**src/rtl/reg_write_arbiter_if.sv**
```systemverilog
// Register-bank write-port bundle.
// Groups the two writeback requesters (valid/addr/data in, ready out) and the
// registered bank write port (writeReg/writeData/regWrite) plus the grant and
// init status. The arbiter connects through the slave modport; the requesters
// and the bank sit on the master side.
//
// Handshake: a requester raises reqN_valid with reqN_addr/reqN_data and holds
// them stable until reqN_ready is high. A transfer happens on a rising clk
// edge where valid & ready are both 1. Dropping valid before ready withdraws
// the request. Ready is combinational and may depend on valid.
interface reg_write_arbiter_if #(
  parameter int DATA_W = 32,
  parameter int ADDR_W = 5
) ();
  logic              req0_valid;
  logic [ADDR_W-1:0] req0_addr;
  logic [DATA_W-1:0] req0_data;
  logic              req0_ready;

  logic              req1_valid;
  logic [ADDR_W-1:0] req1_addr;
  logic [DATA_W-1:0] req1_data;
  logic              req1_ready;

  logic [ADDR_W-1:0] writeReg;
  logic [DATA_W-1:0] writeData;
  logic              regWrite;
  logic              grant_id;
  logic              init_done;

  modport slave (
    input  req0_valid, req0_addr, req0_data,
    input  req1_valid, req1_addr, req1_data,
    output req0_ready, req1_ready,
    output writeReg, writeData, regWrite, grant_id, init_done
  );

  modport master (
    output req0_valid, req0_addr, req0_data,
    output req1_valid, req1_addr, req1_data,
    input  req0_ready, req1_ready,
    input  writeReg, writeData, regWrite, grant_id, init_done
  );
endinterface

```
**src/rtl/reg_write_arbiter.sv**
```systemverilog
// Write-port sequencer/arbiter for the register bank.
// After reset it optionally zero-fills all 2^ADDR_W registers, then shares
// the single write port between req0 (ALU writeback) and req1 (load
// writeback) with round-robin priority. Register 0 is never written: an
// accepted request to address 0 is consumed but regWrite stays low.
//
// Ports:
//   clk        - clock, rising edge
//   rst        - synchronous active-high reset
//   bus        - reg_write_arbiter_if.slave: requester handshakes and the
//                registered bank write port, grant_id, init_done
//   state_dbg  - current FSM state (0 = CLEAR, 1 = RUN)
module reg_write_arbiter #(
  parameter int DATA_W         = 32,
  parameter int ADDR_W         = 5,
  parameter bit CLEAR_ON_RESET = 1'b1
) (
  input  logic                  clk,
  input  logic                  rst,
  reg_write_arbiter_if.slave    bus,
  output logic                  state_dbg
);

  typedef enum logic {
    CLEAR = 1'b0,
    RUN   = 1'b1
  } state_t;

  state_t            state;
  logic [ADDR_W-1:0] clr_cnt;
  logic              last_grant;

  logic [ADDR_W-1:0] write_reg_q;
  logic [DATA_W-1:0] write_data_q;
  logic              reg_write_q;
  logic              grant_id_q;
  logic              init_done_q;

  logic pick0;
  logic pick1;
  logic accept0;
  logic accept1;

  // req1 wins when it is the only one asking, or when both ask and req0 had
  // the previous grant. Readys are gated by valid so a ready always means a
  // transfer this cycle.
  always_comb begin
    pick1   = bus.req1_valid & (~bus.req0_valid | ~last_grant);
    pick0   = bus.req0_valid & ~pick1;
    accept0 = (state == RUN) & pick0;
    accept1 = (state == RUN) & pick1;
  end

  assign bus.req0_ready = accept0;
  assign bus.req1_ready = accept1;

  assign bus.writeReg   = write_reg_q;
  assign bus.writeData  = write_data_q;
  assign bus.regWrite   = reg_write_q;
  assign bus.grant_id   = grant_id_q;
  assign bus.init_done  = init_done_q;
  assign state_dbg      = (state == RUN);

  always_ff @(posedge clk) begin
    if (rst) begin
      state        <= CLEAR_ON_RESET ? CLEAR : RUN;
      clr_cnt      <= '0;
      last_grant   <= 1'b1;
      write_reg_q  <= '0;
      write_data_q <= '0;
      reg_write_q  <= 1'b0;
      grant_id_q   <= 1'b0;
      init_done_q  <= 1'b0;
    end else begin
      case (state)
        CLEAR: begin
          reg_write_q  <= 1'b1;
          write_reg_q  <= clr_cnt;
          write_data_q <= '0;
          clr_cnt      <= clr_cnt + 1'b1;
          if (&clr_cnt) begin
            state <= RUN;
          end
        end
        RUN: begin
          // Set on the first RUN edge, so init_done rises together with the
          // first possible accept (one cycle after the last clear write).
          init_done_q <= 1'b1;
          if (accept0) begin
            write_reg_q  <= bus.req0_addr;
            write_data_q <= bus.req0_data;
            reg_write_q  <= |bus.req0_addr;
            grant_id_q   <= 1'b0;
            last_grant   <= 1'b0;
          end else if (accept1) begin
            write_reg_q  <= bus.req1_addr;
            write_data_q <= bus.req1_data;
            reg_write_q  <= |bus.req1_addr;
            grant_id_q   <= 1'b1;
            last_grant   <= 1'b1;
          end else begin
            reg_write_q  <= 1'b0;
          end
        end
        default: begin
          state <= CLEAR;
        end
      endcase
    end
  end

endmodule

```
**src/flat_wrapper.sv**
```systemverilog
// flat-port wrapper written by rule: the top's interface ports become plain ports
module reg_write_arbiter_flat 
#(
  parameter int DATA_W         = 32,
  parameter int ADDR_W         = 5,
  parameter bit CLEAR_ON_RESET = 1'b1
)
  (clk, rst, state_dbg, bus_req0_valid, bus_req0_addr, bus_req0_data, bus_req1_valid, bus_req1_addr, bus_req1_data, bus_req0_ready, bus_req1_ready, bus_writeReg, bus_writeData, bus_regWrite, bus_grant_id, bus_init_done);
  reg_write_arbiter_if #(.DATA_W(DATA_W), .ADDR_W(ADDR_W)) bus_i ();
  input  logic clk;
  input  logic rst;
  output logic state_dbg;
  input wire logic [$bits(bus_i.req0_valid)-1:0] bus_req0_valid;
  input wire logic [$bits(bus_i.req0_addr)-1:0] bus_req0_addr;
  input wire logic [$bits(bus_i.req0_data)-1:0] bus_req0_data;
  input wire logic [$bits(bus_i.req1_valid)-1:0] bus_req1_valid;
  input wire logic [$bits(bus_i.req1_addr)-1:0] bus_req1_addr;
  input wire logic [$bits(bus_i.req1_data)-1:0] bus_req1_data;
  output wire logic [$bits(bus_i.req0_ready)-1:0] bus_req0_ready;
  output wire logic [$bits(bus_i.req1_ready)-1:0] bus_req1_ready;
  output wire logic [$bits(bus_i.writeReg)-1:0] bus_writeReg;
  output wire logic [$bits(bus_i.writeData)-1:0] bus_writeData;
  output wire logic [$bits(bus_i.regWrite)-1:0] bus_regWrite;
  output wire logic [$bits(bus_i.grant_id)-1:0] bus_grant_id;
  output wire logic [$bits(bus_i.init_done)-1:0] bus_init_done;
  assign bus_i.req0_valid = bus_req0_valid;
  assign bus_i.req0_addr = bus_req0_addr;
  assign bus_i.req0_data = bus_req0_data;
  assign bus_i.req1_valid = bus_req1_valid;
  assign bus_i.req1_addr = bus_req1_addr;
  assign bus_i.req1_data = bus_req1_data;
  assign bus_req0_ready = bus_i.req0_ready;
  assign bus_req1_ready = bus_i.req1_ready;
  assign bus_writeReg = bus_i.writeReg;
  assign bus_writeData = bus_i.writeData;
  assign bus_regWrite = bus_i.regWrite;
  assign bus_grant_id = bus_i.grant_id;
  assign bus_init_done = bus_i.init_done;
  reg_write_arbiter #(.DATA_W(DATA_W), .ADDR_W(ADDR_W), .CLEAR_ON_RESET(CLEAR_ON_RESET)) u_core (.clk(clk), .rst(rst), .bus(bus_i), .state_dbg(state_dbg));
endmodule
```
**config.mk**
```make
export PLATFORM = sky130hd
export DESIGN_NAME = reg_write_arbiter_flat
export DESIGN_NICKNAME = d
export VERILOG_FILES = /design/src/rtl/reg_write_arbiter_if.sv /design/src/rtl/reg_write_arbiter.sv /design/src/flat_wrapper.sv
export SDC_FILE = /design/constraint.sdc
export NUM_CORES = 1
export LEC_CHECK = 0
export BUFFER_PORTS_ARGS = -buffer_cell sky130_fd_sc_hd__buf_2
export CAP_MARGIN = 20
export CORE_MARGIN = 5
export CORE_UTILIZATION = 28
export DETAILED_ROUTE_END_ITERATION = 10
export PLACE_DENSITY = 0.68
export SLEW_MARGIN = 20
export SYNTH_ARGS = -nofsm -noshare
export SYNTH_HDL_FRONTEND = slang
export SYNTH_SLANG_ARGS = --single-unit
```
**constraint.sdc**
```tcl
create_clock -name clk -period 1.75 [get_ports clk]
set_input_delay 0.35 -clock clk [delete_from_list [all_inputs] [get_ports clk]]
set_output_delay 0.35 -clock clk [all_outputs]
set_load 0.05 [all_outputs]
```
After elaboration in Yosys (flattened, before gate mapping) --
Cells that the tools add are included.
Storage, ports and cells: bits in registers 47, input bits 78, logic and storage cells 37
Operators by class: $add $sub $neg 1, equal/unequal tests 1, muxes and demuxes 13, bitwise gates (word level) 9, reductions and logical operators 5
Operator list (number):
- 32-bit 2-to-1 mux | 2
- 32-bit one-hot mux with 2 select lines | 1
- 5-bit 2-to-1 mux | 2
- 5-bit one-hot mux with 2 select lines | 1
- 5-bit OR reduction | 2
- 1-bit 2-to-1 mux | 6
- 5-bit by 1-bit adder with 5-bit output, second input constant | 1
- 5-bit AND reduction | 1
- 1-bit bitwise AND | 4
- 1-bit NOT | 4
- 3-bit != test, second input constant | 1
- 1-bit one-hot mux with 2 select lines | 1
- 2-bit AND reduction | 1
- 2-bit nonzero test | 1
- 1-bit bitwise OR | 1

Longest topological paths before layout --
depth after elaboration 8, depth in mapped cells 7, gate-level depth less buffers 5

Worst setup path after synthesis --
OpenSTA, ideal clock, no wires.
kind register -> output, start register u_core.state (netlist: u_core.state_dbg), end output port bus_req0_ready, arrival 1.458 ns, required time 1.400 ns, slack -0.058 ns, stages on the path, launching flop included 4, path buffers 2, cells stage by stage dfxtp_1 buf_2 buf_2 and3_2
On the way: word-level cells in the longest chain between the ends 1
Ends and longest elaborated chain:
- from (decl) | line reg_write_arbiter.sv:29 | state_t state;
- from (signal assigned) | line reg_write_arbiter.sv:66 | state <= CLEAR_ON_RESET ? CLEAR : RUN;
- 1-bit bitwise AND | line reg_write_arbiter.sv:50 | accept0 = (state == RUN) & pick0;
- to (decl) | line flat_wrapper.sv:19 | output wire logic [$bits(bus_i.req0_ready)-1:0] bus_req0_ready;
Every way passes these cells.

Worst setup path in the final report --
start register u_core.last_grant, end output port bus_req0_ready
On the way: word-level cells in the longest chain between the ends 6
Ends and longest elaborated chain:
- from (decl) | line reg_write_arbiter.sv:31 | logic last_grant;
- from (signal assigned) | line reg_write_arbiter.sv:68 | last_grant <= 1'b1;
- from (signal assigned) | line reg_write_arbiter.sv:94 | last_grant <= 1'b0;
- from (signal assigned) | line reg_write_arbiter.sv:100 | last_grant <= 1'b1;
- 1-bit NOT | line reg_write_arbiter.sv:48 | pick1 = bus.req1_valid & (~bus.req0_valid | ~last_grant);
- 1-bit bitwise OR | line reg_write_arbiter.sv:48
- 1-bit bitwise AND | line reg_write_arbiter.sv:48
- 1-bit NOT | line reg_write_arbiter.sv:49 | pick0 = bus.req0_valid & ~pick1;
- 1-bit bitwise AND | line reg_write_arbiter.sv:49
- 1-bit bitwise AND | line reg_write_arbiter.sv:50
Every way passes these cells.

==> flow_summary.json <==
{
  "clock_latency_ns": 0.29,
  "hold_start": "bus_req1_data[0]",
  "fillerInstances": 764,
  "cts_tree": "built",
  "layout_common_cells": "buf_2 (119), dfxtp_1 (46), nand2_1 (39)",
  "cts.reportedPaths.clkPinSlew_ns": 0.08,
  "synth_top_area_share_pct": 46.6,
  "drv_slew": 0,
  "grt_pass1_vias": 1869,
  "worstPathArrival_ns": 1.30,
  "ys_seq_area_share_pct": 46.6,
  "grt_max_degree": 34,
  "fin_skew_ns": 0.00453,
  "setup_tns_ns": 0,
  "synth_edf_count": 0,
  "cp_top_family": "flip-flops",
  "p_per_area_nw_per_um2": 807,
  "tightest_slew_ns": 0.435,
  "cap_violations": 0,
  "gp_congestion": 0.760,
  "cts_buffers": 5,
  "rsz0062_at_grt": "no",
  "synth_top_area_cell": "dfxtp_1",
  "end_kind": "output port",
  "drc_errors": 0,
  "critical_path_buf_inv_count": 1,
  "synth.area.top_cells": "dfxtp_1 (47%), a22oi_1 (12%), nand2_1 (7.3%), o21ai_1 (5.7%), buf_6 (5.0%)",
  "wl_met3_um": 530,
  "htree_levels": 2,
  "worstPathRequired_ns": 1.40,
  "r2r-start": "u_core.last_grant$_SDFFE_PP1P_",
  "fp-row-count": 31,
  "die_h_um": 94.9,
  "start_util_pct": 28.3,
  "routedWlPerCell_um": 12.6,
  "finalHoldViolations": 0,
  "worstSetupStartpointType": "register",
  "switching_power_uw": 482,
  "die-area_um2": 9010,
  "multiInputGateArea_um2": 941,
  "startpoint": "u_core.last_grant$_SDFFE_PP1P_",
  "grt_overflow_total": 0,
  "swShare_pct": 21.5,
  "syn_to_final_growth_pct": 37.6,
  "diodes": 0,
  "synth_fp_nets": 305,
  "fin_util_pct": 38.9,
  "wl_mm": 5.53,
  "finalPower_mw": 2.24,
  "portBuffers": 120,
  "regArea_um2": 942,
  "layout_commonest_cell": "buf_2",
  "final_nets": 418,
  "drive_gt1_share_pct": 41.0,
  "yosysUniqueCellTypes": 33,
  "vdd_ir_drop_max_mv": 0.339,
  "grtUsageTotal_pct": 12.1,
  "hp-class": "primary input to register",
  "ys_warn_count": 0,
  "synth_seq_cells": 47,
  "crit_end": "bus_req0_ready",
  "syn_inst": 225,
  "final_cells": 438,
  "cpMaxStageDelayCell": "dfxtp_1",
  "max_freq_ghz": 0.605,
  "grt_pass1_wl_mm": 8.61,
  "ys.flop_type": "dfxtp_1",
  "fin_crit_sh_pct": 94.5,
  "drtIter0Drc": 55,
  "clock-sinks": 47,
  "combPwrFrac_pct": 10.0,
  "via_count": 2003,
  "leakage_nw": 1.29,
  "r2r_cells": 4,
  "post_cts_buffers": 0,
  "numPlacedInstances": 430,
  "synth_area_per_cell_um2": 8.97,
  "slowest_delay_ns": 0.43,
  "wl_met1_mm": 2.31,
  "reg2reg_slack_ns": 0.33,
  "cts_buffer_depth": 2,
  "regToRegEndpoint": "u_core.bus.writeData[15]$_SDFFE_PP0P_",
  "dp_hpwl_mm": 4.25,
  "antenna_found_initial": 0,
  "ant_nets": 0,
  "internal-power_mw": 1.76,
  "die_x_um": 94.9,
  "core_um2": 7140,
  "cts_hold_buf": 0,
  "max_slew_margin_pct": 71.0,
  "synth-async-reset-ratio_pct": 0,
  "crit_chain": "nand2b_1 > and3_2 > clkbuf_4",
  "synth_area_um2": 2020,
  "routed_via_density": 4.57,
  "cts_root_buf": "clkbuf_8",
  "critPathKind": "register to output port",
  "io_pins": 121,
  "crit_cells": 3,
  "route.top_layer_used": "met4",
  "pwr-share-seq_pct": 48.6,
  "outcome": "complete, no violations",
  "met2WireLength_mm": 2.64,
  "layout_min_cycle_time_ns": 1.65,
  "post_cts_resized": 0,
  "pwr-share-clk_pct": 41.4,
  "path_max_fanout": 5,
  "drt_first_pass_iters": 4,
  "setup_violations": 0
}
cells by family after synthesis:
group	Yosys count	synth area share, %
DFF	47	46.6
and+or+nand+nor	70	16.2
buffers and inverters	18	7.13
muxes	2	0.992
AOI/OAI and AO/OA	83	26.5
xor gates and xnor gates	3	1.30
adders and majority gates	2	1.24
final cells by class:
cell class | instances | share of cell area (%)
multi-input combinational | 160 | 33.9
tap | 99 | 4.46
clock inverter | 3 | 2.43
timing repair buffer | 124 | 22.8
sequential | 47 | 33.9
clock buffer | 5 | 2.48
flip-flops by register name (all words and copies together) (netlist names):
register              cells
u_core.clr_cnt            5
u_core.bus.init_done      1
u_core.bus.regWrite       1
u_core.bus.grant_id       1
u_core.bus.writeData     32
u_core.bus.writeReg       5
u_core.state_dbg          1
u_core.last_grant         1
metrics by stage:
step / area, um^2 / setup WS [ns] / hold slack, ns
after CTS: 2770 / 0.0467 / 0.308
after floorplan: 2020 / 0.131 / 0.419
after global routing: 2780 / 0.0260 / 0.319
final: 2780 / 0.0960 / 0.318
after detailed placement: 2640 / 0.163 / 0.436
after global placement: 2640 / 0.198 / 0.430
layer usage:
metal / up-vias / global-route usage (%)
met4: 0 / 3.37
met1: 901 / 14.4
met5: - / 0
li1: 1023 / -
met3: 5 / 3.51
met2: 74 / 21.1
synthesized netlist by cell type (all sizes together), types with 4 or more instances:
| master | n |
|---|---|
| dfxtp | 47 |
| nand2 | 39 |
| o21ai | 36 |
| a22oi | 32 |
| nor2 | 16 |
| buf | 13 |
| a21oi | 5 |
| clkbuf | 5 |
| o221ai | 5 |
| nand2b | 4 |
tightest hold or removal path, delay by kind of cell:
kind	cells	cell delay (ns)
AOI/OAI and AO/OA	2	0.15
buffers and inverters	1	0.07
how the worst min path moves through the flow:
stage,depth (start not counted),endpoint,slack [ns]
final,3,u_core.bus.writeData[0]$_SDFFE_PP0P_,0.32
after global routing,3,u_core.bus.writeData[2]$_SDFFE_PP0P_,0.32
after CTS,3,u_core.bus.writeData[18]$_SDFFE_PP0P_,0.31
after detailed placement,2,u_core.bus.writeData[16]$_SDFFE_PP0P_,0.44
after global placement,2,u_core.bus.writeData[28]$_SDFFE_PP0P_,0.43
after floorplan,1,u_core.bus.regWrite$_SDFF_PP0_,0.42
power groups by stage:
stage	clock network (mW)	registers, mW	logic (mW)
final	0.928	1.09	0.223
after global routing	1.00	1.09	0.249
after CTS	0.961	1.09	0.226
after detailed placement	0	1.11	0.225
after global placement	0	1.11	0.222
after floorplan	0	1.13	0.106
Power figures use the tool's default switching activity.
